[src/rtl/multicycle_controller_if.sv]
// rtl/multicycle_controller_if.sv - control/status bundle between the multicycle controller and its datapath
//
// Inputs to the controller: decoded instruction fields (Op, I, L, Cond), ALU decoder
// results (FlagW, NoWrite), live ALU flags (ALUFlags) and the memory handshake (MemReady).
// Outputs from the controller: datapath write enables, mux selects, ALUOp and the
// architectural NZCV register (Flags).
interface multicycle_controller_if;
    logic [1:0] Op;
    logic       I;
    logic       L;
    logic [3:0] Cond;
    logic [1:0] FlagW;
    logic       NoWrite;
    logic [3:0] ALUFlags;
    logic       MemReady;

    logic       PCWrite;
    logic       IRWrite;
    logic       RegWrite;
    logic       MemWrite;
    logic       AdrSrc;
    logic [1:0] ALUSrcA;
    logic [1:0] ALUSrcB;
    logic [1:0] ResultSrc;
    logic       ALUOp;
    logic [3:0] Flags;

    // Controller side
    modport master (
        input  Op, I, L, Cond, FlagW, NoWrite, ALUFlags, MemReady,
        output PCWrite, IRWrite, RegWrite, MemWrite, AdrSrc,
               ALUSrcA, ALUSrcB, ResultSrc, ALUOp, Flags
    );

    // Datapath side
    modport slave (
        output Op, I, L, Cond, FlagW, NoWrite, ALUFlags, MemReady,
        input  PCWrite, IRWrite, RegWrite, MemWrite, AdrSrc,
               ALUSrcA, ALUSrcB, ResultSrc, ALUOp, Flags
    );
endinterface

[src/rtl/multicycle_controller.sv]
// rtl/multicycle_controller.sv - multicycle control FSM with NZCV register and conditional execution
//
// Ports:
//   clk   - system clock, all state changes on the rising edge
//   reset - synchronous, active-high; returns to FETCH, clears Flags and forces write enables low
//   bus   - multicycle_controller_if.master: instruction fields and handshake in,
//           datapath enables/selects, ALUOp and Flags out
module multicycle_controller #(
    parameter int STATE_W = 4
) (
    input  logic                    clk,
    input  logic                    reset,
    multicycle_controller_if.master bus
);

    typedef enum logic [STATE_W-1:0] {
        FETCH,
        DECODE,
        EXEC_R,
        EXEC_I,
        ALUWB,
        MEMADR,
        MEMREAD,
        MEMWB,
        MEMWRITE,
        BRANCH
    } state_t;

    state_t     state_q;
    state_t     state_d;
    logic [3:0] flags_q;     // {N, Z, C, V}
    logic       condex_q;    // condition outcome latched in DECODE
    logic       alu_op_q;

    logic       condex_now;
    logic       in_exec;

    // ARM condition evaluation against the architectural flags
    function automatic logic cond_eval(input logic [3:0] cond, input logic [3:0] f);
        logic n, z, c, v;
        n = f[3];
        z = f[2];
        c = f[1];
        v = f[0];
        case (cond)
            4'b0000: cond_eval = z;
            4'b0001: cond_eval = !z;
            4'b0010: cond_eval = c;
            4'b0011: cond_eval = !c;
            4'b0100: cond_eval = n;
            4'b0101: cond_eval = !n;
            4'b0110: cond_eval = v;
            4'b0111: cond_eval = !v;
            4'b1000: cond_eval = c && !z;
            4'b1001: cond_eval = !c || z;
            4'b1010: cond_eval = (n == v);
            4'b1011: cond_eval = (n != v);
            4'b1100: cond_eval = !z && (n == v);
            4'b1101: cond_eval = z || (n != v);
            4'b1110: cond_eval = 1'b1;
            default: cond_eval = 1'b0;
        endcase
    endfunction

    assign condex_now = cond_eval(bus.Cond, flags_q);
    assign in_exec    = (state_q == EXEC_R) || (state_q == EXEC_I);

    always_ff @(posedge clk) begin
        if (reset) begin
            state_q  <= FETCH;
            flags_q  <= 4'b0000;
            condex_q <= 1'b0;
            alu_op_q <= 1'b0;
        end else begin
            state_q  <= state_d;
            // Loading ALUOp from the next-state decode makes it a clean flop output
            // that is high for exactly the EXEC cycle.
            alu_op_q <= (state_d == EXEC_R) || (state_d == EXEC_I);
            if (state_q == DECODE) begin
                condex_q <= condex_now;
            end
            // EXEC always lasts one cycle, so this edge is its exit edge.
            if (in_exec && condex_q) begin
                if (bus.FlagW[1]) begin
                    flags_q[3:2] <= bus.ALUFlags[3:2];
                end
                if (bus.FlagW[0]) begin
                    flags_q[1:0] <= bus.ALUFlags[1:0];
                end
            end
        end
    end

    // Next-state decode
    always_comb begin
        state_d = FETCH;
        case (state_q)
            FETCH:    state_d = bus.MemReady ? DECODE : FETCH;
            DECODE: begin
                if (!condex_now || bus.Op == 2'b11) begin
                    state_d = FETCH;
                end else begin
                    case (bus.Op)
                        2'b00:   state_d = bus.I ? EXEC_I : EXEC_R;
                        2'b01:   state_d = MEMADR;
                        2'b10:   state_d = BRANCH;
                        default: state_d = FETCH;
                    endcase
                end
            end
            EXEC_R,
            EXEC_I:   state_d = bus.NoWrite ? FETCH : ALUWB;
            ALUWB:    state_d = FETCH;
            MEMADR:   state_d = bus.L ? MEMREAD : MEMWRITE;
            MEMREAD:  state_d = bus.MemReady ? MEMWB : MEMREAD;
            MEMWB:    state_d = FETCH;
            MEMWRITE: state_d = bus.MemReady ? FETCH : MEMWRITE;
            BRANCH:   state_d = FETCH;
            default:  state_d = FETCH;
        endcase
    end

    // Per-state outputs; write enables are masked by reset as a final step
    logic pc_write, ir_write, reg_write, mem_write;

    always_comb begin
        pc_write      = 1'b0;
        ir_write      = 1'b0;
        reg_write     = 1'b0;
        mem_write     = 1'b0;
        bus.AdrSrc    = 1'b0;
        bus.ALUSrcA   = 2'b00;
        bus.ALUSrcB   = 2'b00;
        bus.ResultSrc = 2'b00;
        case (state_q)
            FETCH: begin
                bus.ALUSrcA   = 2'b01;
                bus.ALUSrcB   = 2'b10;
                bus.ResultSrc = 2'b10;
                ir_write      = bus.MemReady;
                pc_write      = bus.MemReady;
            end
            DECODE: begin
                bus.ALUSrcA   = 2'b01;
                bus.ALUSrcB   = 2'b10;
                bus.ResultSrc = 2'b10;
            end
            EXEC_I: begin
                bus.ALUSrcB   = 2'b01;
            end
            ALUWB: begin
                reg_write     = condex_q;
            end
            MEMADR: begin
                bus.ALUSrcB   = 2'b01;
            end
            MEMREAD: begin
                bus.AdrSrc    = 1'b1;
            end
            MEMWB: begin
                bus.ResultSrc = 2'b01;
                reg_write     = condex_q;
            end
            MEMWRITE: begin
                bus.AdrSrc    = 1'b1;
                mem_write     = condex_q;
            end
            BRANCH: begin
                bus.ALUSrcB   = 2'b01;
                bus.ResultSrc = 2'b10;
                pc_write      = condex_q;
            end
            default: begin
            end
        endcase
    end

    assign bus.PCWrite  = pc_write  && !reset;
    assign bus.IRWrite  = ir_write  && !reset;
    assign bus.RegWrite = reg_write && !reset;
    assign bus.MemWrite = mem_write && !reset;
    assign bus.ALUOp    = alu_op_q;
    assign bus.Flags    = flags_q;

endmodule

[src/flat_wrapper.sv]
// flat-port wrapper written by rule: the top's interface ports become plain ports
module multicycle_controller_flat 
#(
    parameter int STATE_W = 4
)
  (clk, reset, bus_Op, bus_I, bus_L, bus_Cond, bus_FlagW, bus_NoWrite, bus_ALUFlags, bus_MemReady, bus_PCWrite, bus_IRWrite, bus_RegWrite, bus_MemWrite, bus_AdrSrc, bus_ALUSrcA, bus_ALUSrcB, bus_ResultSrc, bus_ALUOp, bus_Flags);
  multicycle_controller_if bus_i ();
  input  logic clk;
  input  logic reset;
  input wire logic [$bits(bus_i.Op)-1:0] bus_Op;
  input wire logic [$bits(bus_i.I)-1:0] bus_I;
  input wire logic [$bits(bus_i.L)-1:0] bus_L;
  input wire logic [$bits(bus_i.Cond)-1:0] bus_Cond;
  input wire logic [$bits(bus_i.FlagW)-1:0] bus_FlagW;
  input wire logic [$bits(bus_i.NoWrite)-1:0] bus_NoWrite;
  input wire logic [$bits(bus_i.ALUFlags)-1:0] bus_ALUFlags;
  input wire logic [$bits(bus_i.MemReady)-1:0] bus_MemReady;
  output wire logic [$bits(bus_i.PCWrite)-1:0] bus_PCWrite;
  output wire logic [$bits(bus_i.IRWrite)-1:0] bus_IRWrite;
  output wire logic [$bits(bus_i.RegWrite)-1:0] bus_RegWrite;
  output wire logic [$bits(bus_i.MemWrite)-1:0] bus_MemWrite;
  output wire logic [$bits(bus_i.AdrSrc)-1:0] bus_AdrSrc;
  output wire logic [$bits(bus_i.ALUSrcA)-1:0] bus_ALUSrcA;
  output wire logic [$bits(bus_i.ALUSrcB)-1:0] bus_ALUSrcB;
  output wire logic [$bits(bus_i.ResultSrc)-1:0] bus_ResultSrc;
  output wire logic [$bits(bus_i.ALUOp)-1:0] bus_ALUOp;
  output wire logic [$bits(bus_i.Flags)-1:0] bus_Flags;
  assign bus_i.Op = bus_Op;
  assign bus_i.I = bus_I;
  assign bus_i.L = bus_L;
  assign bus_i.Cond = bus_Cond;
  assign bus_i.FlagW = bus_FlagW;
  assign bus_i.NoWrite = bus_NoWrite;
  assign bus_i.ALUFlags = bus_ALUFlags;
  assign bus_i.MemReady = bus_MemReady;
  assign bus_PCWrite = bus_i.PCWrite;
  assign bus_IRWrite = bus_i.IRWrite;
  assign bus_RegWrite = bus_i.RegWrite;
  assign bus_MemWrite = bus_i.MemWrite;
  assign bus_AdrSrc = bus_i.AdrSrc;
  assign bus_ALUSrcA = bus_i.ALUSrcA;
  assign bus_ALUSrcB = bus_i.ALUSrcB;
  assign bus_ResultSrc = bus_i.ResultSrc;
  assign bus_ALUOp = bus_i.ALUOp;
  assign bus_Flags = bus_i.Flags;
  multicycle_controller #(.STATE_W(STATE_W)) u_core (.clk(clk), .reset(reset), .bus(bus_i));
endmodule
[config.mk]
export PLATFORM = sky130hd
export DESIGN_NAME = multicycle_controller_flat
export DESIGN_NICKNAME = d
export VERILOG_FILES = /design/src/rtl/multicycle_controller_if.sv /design/src/rtl/multicycle_controller.sv /design/src/flat_wrapper.sv
export SDC_FILE = /design/constraint.sdc
export NUM_CORES = 1
export LEC_CHECK = 0
export CAP_MARGIN = 20
export CORE_MARGIN = 2
export CORE_UTILIZATION = 45
export DETAILED_ROUTE_END_ITERATION = 6
export HOLD_SLACK_MARGIN = 0.06
export PLACE_DENSITY = 0.9
export SLEW_MARGIN = 15
export SYNTH_ARGS = -nofsm -noshare
export SYNTH_HDL_FRONTEND = slang
export SYNTH_SLANG_ARGS = --single-unit
[constraint.sdc]
create_clock -name clk -period 1.9 [get_ports clk]
set_clock_uncertainty 0.2 [all_clocks]
set_input_delay 0.38 -clock clk [delete_from_list [all_inputs] [get_ports clk]]
set_output_delay 0.38 -clock clk [all_outputs]
set_load 0.1 [all_outputs]
==> metrics, run 1 <==
Remaining DRCs=0; crit path launch type=flop; unrepaired setup endpoints after global routing=yes; global-route wire length before repair=a little over 6000 um; initial antenna violation count=0; Std-Cell Core Area=0.00200 mm2; routed vias/inst=between 6 and 7; setup slack after layout=-171 ps; Fill cells=40; Multi-input gate area=about 920 um2; largest net degree at the start of global routing=11; H-tree depth=1; worst-skew pair later-pin latency=approximately 290 ps; overall routing resource usage=around a third; DP Wirelength=between 2000 and 2500 um; area delta synth->final=98.8%; Yosys warnings=0; most frequent cell after synthesis=nor2_1; Buffers on Ports=32; Total Wirelength=between 5000 and 6000 um; Post-Route Setup TNS=-1420 ps; Synth Cell Area=a little under 0.001 mm2; first drt pass iteration count=5; Initial Util=roughly half; Clock Sinks=10; maximum VDD drop=0.458 mV; Crit path max-delay family=simple AND/OR/NAND/NOR gates; Critical Path RT=1320 ps; total gr overflow=0; commonest cells in the netlist=nor2_1 (16), dfxtp_1 (10), clkbuf_1 (7), mux2i_1 (7); slowest stage cell on the critical path=dfxtp_4; syn nets=approximately 150; failing checks=setup timing; ant diodes=0; synthesized area per cell=between 7 and 8 um2; RD Place Congestion=around 0.84; total of max-cap violations=0; fmax=483 MHz; power per cell area=between 300 and 400 mW/mm2; Post-synth EDFFs=0; vias in the first global route=between 1000 and 1500; Synth Instances=around 130; register area=approximately 230 um2; Worst path max stage delay=around 380 ps; sequential area share after synthesis=20.6%; Hold Crit Class=primary input to flop; root buf cell=clkbuf_4; Tmin final=just over 2000 ps; Yosys top cell by area=dfxtp_1; Pleak=0.826 nW; Final setup viols=15; Die W=roughly 50 um; Critical Path End Type=output pin; CP Cell Sequence=or2_4 > nor2_4 > and3_4 > buf_12; status=complete, but fails checks; Unique masters post-synth=45; fin. max-slew vios=0; Clock Path Buffers=2; WL/cell=26.0 um; Final Net Count=slightly above 200; top-area cell type share of the netlist area=between 20% and 30%; Tcrit/Tclk final=109%; clock slew at reported path FFs=~80 ps; final hold viol count=0; Synth Flop Type=dfxtp_1; Die H=between 50 and 60 um; DIE AREA=approximately 0.0025 mm2; Yosys reg bits=10; Synth area leaders=dfxtp_1 (21%), mux2i_1 (7.2%), ha_1 (6.5%), nor2_1 (6.2%), nor2b_1 (3.2%); DR vias=between 1000 and 1500; Place WS=-396 ps; IO Count=34; antenna-violating nets left=0; DRT iter0 DRCs=around 130; # rows=16; layout cells sized above 1=49.2%; Buf/Inv on CP=1; asr flop ratio synth=0%; critical path class=flop to output pin; critical path arrival=around 1500 ps; CP Max Fanout=5; TritonCTS clock tree=yes; CTS buffer count=3
## cell type report
class | count | share of cell area, %
well taps | 27 | 1.75
multi-input cells | 101 | 47.6
clock inverters | 1 | 0.195
clock buffers | 3 | 1.17
inverters | 4 | 0.779
flip-flops and latches | 10 | 11.7
repair buffers | 60 | 36.9
## what timing repair did
item	CTS	global route
hold buffers	0	0
gates resized for setup	27	26
setup endpoints to repair	16	15
pin swaps	7	11
setup buffers	6	7
cloned	0	0
## placed cells by master, fill, tap and decap left out, drive strengths merged, types with 2 or more instances in the layout
master	count
a21o	4
dlygate4sd2	3
clkbuf	4
a211oi	2
o22ai	3
nor3b	2
xor2	2
buf	43
nand4	2
nand2	5
a31oi	2
o32ai	2
nor2b	5
clkdlybuf4s50	11
nand3	4
and2	3
nand3b	3
mux2i	7
dfxtp	10
ha	5
nor2	16
nor3	5
and3	3
inv	4
a22oi	2
o21ai	4
nand2b	4
a21oi	2
## routing by layer
metal | wire length (um) | global-route usage [%] | vias to the layer above
li1 | - | - | 560
met1 | 1870 | 37.9 | 636
met2 | 2500 | 56.8 | 158
met3 | 554 | 5.65 | 56
met4 | 441 | 14.4 | 0
met5 | 0 | 0 | -
## logic make-up after synthesis
| family | after synthesis | synth area share (%) |
|---|---|---|
| compound gates | 27 | 20.4 |
| xor+xnor | 4 | 5.16 |
| fa+ha+maj | 5 | 6.45 |
| buf+inv | 14 | 6.06 |
| flops | 10 | 20.6 |
| mux | 7 | 7.23 |
| other cells | 1 | 0.387 |
| simple gates | 57 | 33.7 |
## stage by stage
step | hold slack (ps) | instance area, um2 | std cells | utilization (%) | total power, W
floorplan | 323 | 1060 | 125 | - | 0.000367
global placement | 356 | 1610 | 189 | 80.6 | 0.000456
detailed placement | 366 | 1610 | 189 | 80.6 | 0.000465
CTS | 311 | 1770 | 199 | 88.2 | 0.000620
global route | 294 | 1930 | 206 | 96.3 | 0.000734
finish | 304 | 1930 | 206 | 96.3 | 0.000707
## sequential cells by signal, summed over array words and instances (netlist names)
name / count
u_core.bus.ALUOp: 1
u_core.bus.Flags: 4
u_core.condex_q: 1
u_core.state_q: 4
## worst register-to-register path, cell delays in order, from the launching register on
cell     delay [ps]
dfxtp_4         380
buf_6           150
or4b_4          520
nor3_4          250
buf_6           140
nand3_4         110
nor3_1          220
## worst paths after layout
check	startpoint	to	cells past startpoint	slack [ps]
setup reg to reg	u_core.state_q[2]$_SDFF_PP0_	u_core.bus.ALUOp$_SDFF_PP0_	6	-150
setup / recovery	u_core.state_q[2]$_SDFF_PP0_	bus_IRWrite	4	-170
hold reg to reg	u_core.bus.Flags[1]$_SDFFE_PP0P_	u_core.bus.Flags[1]$_SDFFE_PP0P_	2	440
hold / removal	reset	u_core.bus.Flags[0]$_SDFFE_PP0P_	2	300
## where the power goes
| group | internal [W] | total [W] | switching, W |
|---|---|---|---|
| registers | 0.000208 | 0.000219 | 0.0000115 |
| clock network | 0.0000766 | 0.000178 | 0.000101 |
| logic | 0.000133 | 0.000309 | 0.000176 |
| total | 0.000417 | 0.000707 | 0.000289 |
Note: power is estimated with default switching activity, not from simulation.
==> inputs of run 2 (changes only) <==
--- a/config.mk
+++ b/config.mk
@@ -7,10 +7,11 @@
 export LEC_CHECK = 0
 export CAP_MARGIN = 20
 export CORE_MARGIN = 2
-export CORE_UTILIZATION = 45
+export CORE_UTILIZATION = 61
 export DETAILED_ROUTE_END_ITERATION = 6
+export DONT_BUFFER_PORTS = 1
 export HOLD_SLACK_MARGIN = 0.06
-export PLACE_DENSITY = 0.9
+export PLACE_DENSITY = 0.87
 export SLEW_MARGIN = 15
 export SYNTH_ARGS = -nofsm -noshare
 export SYNTH_HDL_FRONTEND = slang
==> metrics, run 2 (synthesized netlist as in run 1, its figures left out) <==
WL/cell=25.7 um; Critical Path End Type=flop; CP Max Fanout=10; Fill cells=35; DIE AREA=slightly below 0.002 mm2; Buffers on Ports=0; fmax=roughly 490 MHz; Clock Sinks=10; setup slack after layout=-146 ps; initial antenna violation count=0; Multi-input gate area=between 800 and 900 um2; register area=223 um2; antenna-violating nets left=0; DP Wirelength=around 1900 um; worst-skew pair later-pin latency=just under 300 ps; Die H=43.9 um; failing checks=setup timing; unrepaired setup endpoints after global routing=yes; final hold viol count=0; status=complete, but fails checks; # rows=14; clock slew at reported path FFs=70 ps; Place WS=approximately 39 ps; largest net degree at the start of global routing=11; Tmin final=between 2000 and 2500 ps; Critical Path RT=around 1900 ps; leading cell type in the layout, fill and taps excluded=buf_4; Initial Util=~64%; post-route cell area=around 0.0014 mm2; power per cell area=between 400 and 500 mW/mm2; IO Count=34; total gr overflow=0; Final Net Count=170; global-route wire length before repair=5420 um; critical path arrival=between 2000 and 2500 ps; DP Area=0.00129 mm2; total of max-cap violations=0; Clock Path Buffers=2; routed vias/inst=7.55; crit path launch type=flop; Remaining DRCs=0; DR vias=approximately 1200; most frequent cells in the layout=buf_4 (14), nor2_1 (12), buf_12 (9); first drt pass iteration count=5; layout cells sized above 1=around two fifths; ant diodes=0; root buf cell=clkbuf_4; TritonCTS clock tree=yes; vias in the first global route=around 1100; H-tree depth=1; area delta synth->final=49.4%; Die W=around 44 um; Hold Crit Class=primary input to flop; maximum VDD drop=roughly 0.39 mV; CTS buffer count=3; RD Place Congestion=0.855; critical path class=flop to flop; overall routing resource usage=between 30% and 40%; Tcrit/Tclk final=108%; Final setup viols=13; Std-Cell Core Area=roughly 0.0015 mm2; Total Wirelength=~4200 um; Pleak=just over 0.6 nW; DRT iter0 DRCs=between 100 and 150; Post-Route Setup TNS=-1060 ps; fin. max-slew vios=0
## run 2: cell count changes in the layout (fill, tap and decap cells not counted), sizes merged, moves of 2 or more
cell / before / now
buf: 43 / 25
clkdlybuf4s50: 11 / 0
dlygate4sd2: 3 / 0
dlygate4sd3: 0 / 2
## run 2: what timing repair did
action | CTS | global route
pin swaps | 3 | 4
hold buffers | 2 | 0
endpoints found under the setup margin | 9 | 13
hold endpoints to repair | 6 | 0
setup buffers | 3 | 1
resized for setup | 11 | 11
## run 2: critical path: stages, from the launching register on
cell and delay, ps:
dfxtp_4 390, buf_4 170, or4b_4 550, nor3_4 190, buf_4 150, o21ai_0 100, o211ai_1 130, nor3_2 50
## run 2: routing by layer
| layer | share of wire [%] | vias up | wire length, um | GRT usage, % |
|---|---|---|---|---|
| met5 | 0 | - | 0 | 0 |
| met4 | 8.8 | 0 | 365 | 21.8 |
| met3 | 12 | 46 | 502 | 7.92 |
| met2 | 46 | 147 | 1910 | 65.3 |
| met1 | 33 | 544 | 1390 | 45.0 |
| li1 | - | 486 | - | - |
## run 2: final timing paths
kind / from / end / slack [ps] / depth (start not counted)
worst max-delay path: u_core.state_q[3]$_SDFF_PP0_ / u_core.bus.ALUOp$_SDFF_PP0_ / -150 / 7
worst min register to register: u_core.condex_q$_SDFFE_PP0P_ / u_core.condex_q$_SDFFE_PP0P_ / 510 / 2
worst max register to register: u_core.state_q[3]$_SDFF_PP0_ / u_core.bus.ALUOp$_SDFF_PP0_ / -150 / 7
worst min-delay path: bus_ALUFlags[0] / u_core.bus.Flags[0]$_SDFFE_PP0P_ / 80 / 2
## run 2: power breakdown
part	leakage (nW)	switching [W]	internal, W
registers	0.0864	0.0000107	0.000209
logic	0.518	0.000130	0.0000790
clock network	0.0154	0.0000925	0.0000766
## run 2: area by class of cell
class | count | share of cell area, %
Multi-Input combinational cell | 101 | 57.8
Timing Repair Buffer | 27 | 22.6
Sequential cell | 10 | 15.4
Clock buffer | 3 | 1.55
Tap cell | 16 | 1.38
Inverter | 4 | 1.04
Clock inverter | 1 | 0.259
## run 2: metrics by stage
| stage | total power, W | utilization [%] | std cells | hold WS (ps) |
|---|---|---|---|---|
| after detailed placement | 0.000396 | 85.4 | 152 | 250 |
| after global placement | 0.000390 | 85.4 | 152 | 244 |
| after floorplan | 0.000367 | - | 125 | 323 |
| final | 0.000598 | 96.2 | 162 | 82.3 |
| after CTS | 0.000555 | 92.2 | 161 | 63.3 |
| after global routing | 0.000601 | 96.2 | 162 | 88.0 |
==> inputs of run 3 (changes only) <==
--- a/config.mk
+++ b/config.mk
@@ -5,7 +5,6 @@
 export SDC_FILE = /design/constraint.sdc
 export NUM_CORES = 1
 export LEC_CHECK = 0
-export CAP_MARGIN = 20
 export CORE_MARGIN = 2
 export CORE_UTILIZATION = 61
 export DETAILED_ROUTE_END_ITERATION = 6
==> results of run 3 <==
Same layout as run 2: the final DEF is identical, and so are final timing and power.
